<file path="src/rtl/mcd_rd_cmd_adapter.sv">
// Converts mcd byte-addressed read commands into 512-byte-sector HBA read
// commands, split into MAX_SECT-sized chunks, with a num_words push per command.
//
// state | meaning
// IDLE  | waiting for an mcd read command (ready when link up and FIFO has space)
// CALC  | num_words strobe is out; set up the first HBA chunk
// ISSUE | presenting HBA read chunks until the whole command is sent
module mcd_rd_cmd_adapter #(
    parameter int MAX_SECT = 16
) (
    input  logic        clk,
    input  logic        nReset,
    input  logic [31:0] dramRdCmd_address,
    input  logic [15:0] dramRdCmd_count,
    input  logic        dramRdCmd_valid,
    output logic        dramRdCmd_ready,
    output logic [47:0] hba_rd_lba,
    output logic [15:0] hba_rd_sect,
    output logic        hba_rd_valid,
    input  logic        hba_rd_ready,
    input  logic        link_initialized,
    output logic [15:0] num_words,
    output logic        rd_num_words_en,
    input  logic        nw_full_n,
    output logic        addr_err,
    output logic [1:0]  state_de,
    output logic [15:0] cmd_cnt_de
);

    typedef enum logic [1:0] {
        IDLE  = 2'd0,
        CALC  = 2'd1,
        ISSUE = 2'd2
    } state_t;

    localparam logic [7:0] MAX8 = 8'(MAX_SECT);

    state_t      r_state;
    logic [22:0] r_addr_sect;
    logic [15:0] r_count;
    logic [7:0]  r_rem;

    logic        w_accept;
    logic [7:0]  w_rem_init;
    logic [7:0]  w_rem_next;
    logic        w_last;

    function automatic logic [7:0] f_chunk(input logic [7:0] rem);
        return (rem > MAX8) ? MAX8 : rem;
    endfunction

    assign dramRdCmd_ready = (r_state == IDLE) && link_initialized && nw_full_n;
    assign w_accept        = dramRdCmd_valid && dramRdCmd_ready;
    assign w_rem_init      = 8'(({1'b0, r_count} + 17'd511) >> 9);
    assign w_rem_next      = r_rem - hba_rd_sect[7:0];
    assign w_last          = (r_rem <= MAX8);
    assign state_de        = r_state;

    always_ff @(posedge clk) begin
        if (!nReset) begin
            r_state         <= IDLE;
            r_addr_sect     <= '0;
            r_count         <= '0;
            r_rem           <= '0;
            hba_rd_valid    <= 1'b0;
            hba_rd_lba      <= '0;
            hba_rd_sect     <= '0;
            num_words       <= '0;
            rd_num_words_en <= 1'b0;
            addr_err        <= 1'b0;
            cmd_cnt_de      <= '0;
        end else begin
            rd_num_words_en <= 1'b0;
            case (r_state)
                IDLE: begin
                    if (w_accept) begin
                        r_addr_sect <= dramRdCmd_address[31:9];
                        r_count     <= dramRdCmd_count;
                        cmd_cnt_de  <= cmd_cnt_de + 16'd1;
                        if (dramRdCmd_address[8:0] != 9'd0)
                            addr_err <= 1'b1;
                        // Strobe is registered here so it is high for the whole CALC cycle.
                        if (dramRdCmd_count != 16'd0) begin
                            num_words       <= 16'(({1'b0, dramRdCmd_count} + 17'd3) >> 2);
                            rd_num_words_en <= 1'b1;
                        end
                        r_state <= CALC;
                    end
                end
                CALC: begin
                    if (r_count != 16'd0) begin
                        r_rem        <= w_rem_init;
                        hba_rd_lba   <= {25'd0, r_addr_sect};
                        hba_rd_sect  <= {8'd0, f_chunk(w_rem_init)};
                        hba_rd_valid <= 1'b1;
                        r_state      <= ISSUE;
                    end else begin
                        r_state <= IDLE;
                    end
                end
                ISSUE: begin
                    // Chunk is held until the HBA takes it, regardless of link state.
                    if (hba_rd_ready) begin
                        hba_rd_lba <= hba_rd_lba + {32'd0, hba_rd_sect};
                        r_rem      <= w_rem_next;
                        if (w_last) begin
                            hba_rd_valid <= 1'b0;
                            r_state      <= IDLE;
                        end else begin
                            hba_rd_sect <= {8'd0, f_chunk(w_rem_next)};
                        end
                    end
                end
                default: r_state <= IDLE;
            endcase
        end
    end

endmodule

</file>
<file path="config.mk">
export PLATFORM = sky130hd
export DESIGN_NAME = mcd_rd_cmd_adapter
export DESIGN_NICKNAME = d
export VERILOG_FILES = /design/src/rtl/mcd_rd_cmd_adapter.sv
export SDC_FILE = /design/constraint.sdc
export NUM_CORES = 1
export LEC_CHECK = 0
export CORE_MARGIN = 2
export CORE_UTILIZATION = 40
export CTS_BUF_LIST = sky130_fd_sc_hd__clkbuf_4 sky130_fd_sc_hd__clkbuf_8 sky130_fd_sc_hd__clkbuf_16
export CTS_CLUSTER_SIZE = 14
export DETAILED_ROUTE_END_ITERATION = 7
export PLACE_DENSITY_LB_ADDON = 0.15
export SYNTH_ARGS = -nofsm -noshare
export SYNTH_HDL_FRONTEND = slang
export SYNTH_SLANG_ARGS = --single-unit
</file>
<file path="constraint.sdc">
create_clock -name clk -period 2.65 [get_ports clk]
set_clock_uncertainty 0.2 [all_clocks]
set_input_delay 0.6625 -clock clk [delete_from_list [all_inputs] [get_ports clk]]
set_output_delay 0.6625 -clock clk [all_outputs]
set_load 0.005 [all_outputs]
</file>
==> summary.md <==
| Metric | Value |
|---|---|
| #FFs+latches synth | `139` |
| Cell chain of the critical path | `inv_2 > ha_4 > inv_2 > fa_2 > nand3b_1 > a211oi_2 > nor4b_1 > nand4b_1 > o21ai_0 > a31oi_1` |
| Port Buf Inserts | `146` |
| Critical Path End | `hba_rd_sect[4]$_SDFFE_PN0P_` |
| Yosys cell types | `70` |
| Routed wl met3 | `1370 um` |
| CP delay by family, top | `compound AO/OA/AOI/OAI gates` |
| Fin cells | `1397` |
| Final Cell Area | `10600 um2` |
| Netlist area before placement | `7270 um2` |
| Worst-Margin Slew | `0.651 ns` |
| Asr flop ratio synth | `0%` |
| CP Class | `reg2reg` |
| Power share of the clock group | `45.0%` |
| Sw Pwr | `0.00119 W` |
| Power, Total | `0.00507 W` |
| CP Data Required Time | `2.74 ns` |
| Yosys warns | `0` |
| Crit-path max FO | `5` |
| Outcome | `complete, no violations` |
| Cell count of the worst reg-to-reg path | `10` |
| Area grow syn2layout | `45.2%` |
| Clock Tree Root | `clkbuf_16` |
| Leak pwr | `3.93 nW` |
| Layout cells sized above 1 | `18.2%` |
| Initial Util | `40.6%` |
| Synthesized instance count | `930` |
| Grt total ovfl | `0` |
| Detailed Route Iter0 Violations | `468` |
| Vias in the first global route | `6801` |
| Via-to-Cell Ratio | `5.34` |
| Cell Int Power | `0.00388 W` |
| Wire length per cell | `15.9 um` |
| GP Congestion | `0.895` |
| Post-layout minimum cycle time | `2.59 ns` |
| Critical path launch point | `r_rem[0]$_SDFFE_PN0P_` |
| Fmax | `386 MHz` |
| CTS Sinks | `139` |
| Final Slew Violations | `0` |
| Area of the die | `19300 um2` |
| DIE WIDTH | `139 um` |
| Clock transition at path regs | `0.06 ns` |
| Initial DRT Pass Iterations | `5` |
| Final hold violations | `0` |
| Die height | `139 um` |
| Crit end category | `flip-flop` |
| Worst path bufs/invs | `2` |
| Clk buf depth | `2` |
| RR Endpoint | `hba_rd_sect[4]$_SDFFE_PN0P_` |
| Critical Path Most Common Cell | `inv_2` |
| CP arrival | `2.68 ns` |
| Met1 Wirelength | `10800 um` |
| Sequential share of the synthesized area | `38.3%` |
| RSZ-0062 raised after global routing | `true` |
| Critical path depth | `10` |
| Switching share of total power | `23.4%` |
| Htree depth | `4` |
| Met2 WL | `9780 um` |
| Detailed-route via count | `7453` |
| Crit path max-delay cell type | `fa_2` |
| Pwr dens | `480 nW/um2` |
| CTS tree | `yes` |
| Fillers | `1680` |
| Uppermost layer routed | `met4` |
| Detail Placement HPWL | `16000 um` |
| Maximum vdd drop | `0.495 mV` |
| First-pass GRT wire length | `35300 um` |
| Residual DRC | `0` |
| Max-slew headroom | `56.2%` |
| # Max-Cap Violations | `0` |
| Nature of the critical path startpoint | `flip-flop` |
| Worst Hold Class | `reg2reg` |
| Initial antenna violation count | `0` |
| Internal reg-to-reg setup slack | `0.06 ns` |
| Reg2reg start | `r_rem[0]$_SDFFE_PN0P_` |
| Finish-stage setup viols | `0` |
| Gate power share | `11.9%` |
| GR Util All Layers | `22.4%` |
| Clock latency at the later pin of the worst-skew pair | `0.42 ns` |
| CTS Buf Count | `17` |
| Pin count of the biggest net entering global routing | `42` |
| Post-route ant nets | `0` |
| Final Cycle Share | `97.9%` |
| Crit path largest cell delay | `0.45 ns` |
| Predominant post-synthesis flop cell | `dfxtp_1` |
| Ant. Diodes | `0` |
| Post-synth EDFFs | `0` |
| IO Pins | `156` |
| Core ar. | `17900 um2` |
| Average size of a mapped cell | `7.81 um2` |
| Cell row count | `49` |
| Placed Area | `9600 um2` |
| Nets | `1232` |
| Dpl cells | `1355` |
| Final WL | `22200 um` |
| Flop pwr share | `43.1%` |
## flip-flops by register name, summed over array words and instances (netlist names)
signal / count
hba_rd_lba: 48
r_addr_sect: 23
cmd_cnt_de: 16
r_count: 16
num_words: 15
hba_rd_sect: 8
r_rem: 8
state_de: 2
addr_err: 1
hba_rd_valid: 1
rd_num_words_en: 1
## layout make-up
class / count / area [um2] / area share, %
timing repair buffer: 265 / 2400 / 22.7
sequential: 139 / 2800 / 26.5
inverter: 30 / 113 / 1.07
clock inverter: 4 / 70.1 / 0.664
multi-input combinational: 707 / 4410 / 41.8
tap: 229 / 287 / 2.72
clock buffer: 23 / 477 / 4.52
## tightest hold or removal path, delay by kind of cell, from the launching register on
kind             cells  cell delay [ns]
AO/OA/AOI/OAI        1             0.05
flip-flops           1             0.30
AND/OR/NAND/NOR      1             0.05
## how the worst min path moves through the flow
stage / end / startpoint / cells after the start
finish: r_addr_sect[17]$_SDFFE_PN0P_ / r_addr_sect[17]$_SDFFE_PN0P_ / 2
global route: r_count[2]$_SDFFE_PN0P_ / r_count[2]$_SDFFE_PN0P_ / 2
CTS: r_addr_sect[17]$_SDFFE_PN0P_ / r_addr_sect[17]$_SDFFE_PN0P_ / 2
detailed placement: r_addr_sect[17]$_SDFFE_PN0P_ / r_addr_sect[17]$_SDFFE_PN0P_ / 2
global placement: r_addr_sect[17]$_SDFFE_PN0P_ / r_addr_sect[17]$_SDFFE_PN0P_ / 2
floorplan: r_addr_sect[17]$_SDFFE_PN0P_ / r_addr_sect[17]$_SDFFE_PN0P_ / 2
## metal layers
| metal | global-route usage (%) | vias to the layer above |
|---|---|---|
| li1 | - | 3763 |
| met1 | 32.2 | 3465 |
| met2 | 32.8 | 204 |
| met3 | 5.97 | 21 |
| met4 | 6.59 | 0 |
| met5 | 0 | - |
## cells in the mapped netlist (5+ instances only)
cell	count	share of area, %
nand2_1	152	7.9
dfxtp_1	139	38
a21oi_1	93	6.4
nor2_1	86	4.4
o21ai_0	41	2.8
clkbuf_1	39	2.0
inv_1	29	1.5
nand3_1	27	1.9
xnor2_1	25	3.0
xor2_1	24	2.9
nor3_1	23	1.6
a211oi_1	19	2.0
nand4_1	19	1.6
ha_1	16	2.8
a31oi_1	13	1.1
or4_1	13	1.3
nor4_1	12	1.0
o211ai_1	12	1.2
and3_1	10	0.86
buf_4	10	1.0
buf_2	9	0.62
a21o_1	7	0.72
and4_1	7	0.84
and2_1	6	0.52
nand3b_1	6	0.62
o31ai_1	6	0.62
or3_1	6	0.52
buf_1	5	0.26
nand2b_1	5	0.43
nor2b_1	5	0.43
o21a_1	5	0.52
## cell usage in the layout (no fill, tap or decap), drive strengths merged, types with 5 or more instances in the layout
cell and n:
a21o 7, or3 6, nor4 14, nand3 27
and3 10, buf 118, a21oi 94, o21ai 42
xnor2 25, o31ai 6, nand2 152, nor2 88
and4 7, nand3b 6, a31oi 13, nor2b 5
nor3 23, dfxtp 139, nand4 21, inv 30
xor2 24, nand2b 5, ha 16, clkbuf 23
and2 6, o21a 5, clkdlybuf4s50 145, or4 13
a211oi 20, conb 9, o211ai 12
## power by group through the flow
stage	clock, W	combinational [W]	sequential, W
final	0.00228	0.000601	0.00218
after floorplan	0	0.000268	0.00222
after detailed placement	0	0.000562	0.00223
after CTS	0.00232	0.000576	0.00218
after global placement	0	0.000560	0.00223
after global routing	0.00240	0.000659	0.00219
## what timing repair did
| item | 4_1_cts | 5_1_grt |
|---|---|---|
| pin swaps | 7 | 20 |
| gates cloned | 0 | 2 |
| endpoints found under the setup margin | 11 | 34 |
| hold buffers | 0 | 0 |
| setup buffers | 5 | 8 |
| resized for setup | 20 | 41 |
## per-stage QoR
stage | hold WS [ns] | setup TNS, ns | worst slack, ns | utilization, %
final | 0.252 | 0 | 0.0567 | 58.9
after detailed placement | 0.249 | -4.56 | -0.275 | 53.6
after global placement | 0.242 | -2.98 | -0.235 | 53.6
after CTS | 0.256 | -0.0286 | -0.0176 | 57.4
after global routing | 0.282 | -0.109 | -0.0457 | 58.9
after floorplan | 0.232 | 0 | 0.0419 | -
## cell families (layout without fill, tap and decap cells)
family                   after synthesis  after routing  share of synthesized area (%)
buffers and inverters                 93            322                           5.48
flip-flops                           139            139                           38.3
AND/OR/NAND/NOR                      391            392                           26.0
other                                  1              9                         0.0516
multiplexers                           1              1                          0.138
AO/OA/AOI/OAI                        238            238                           20.8
XOR/XNOR                              49             49                           5.91
adder cells (fa/ha/maj)               18             18                           3.31
No activity file was read; power rests on OpenSTA's default activity.
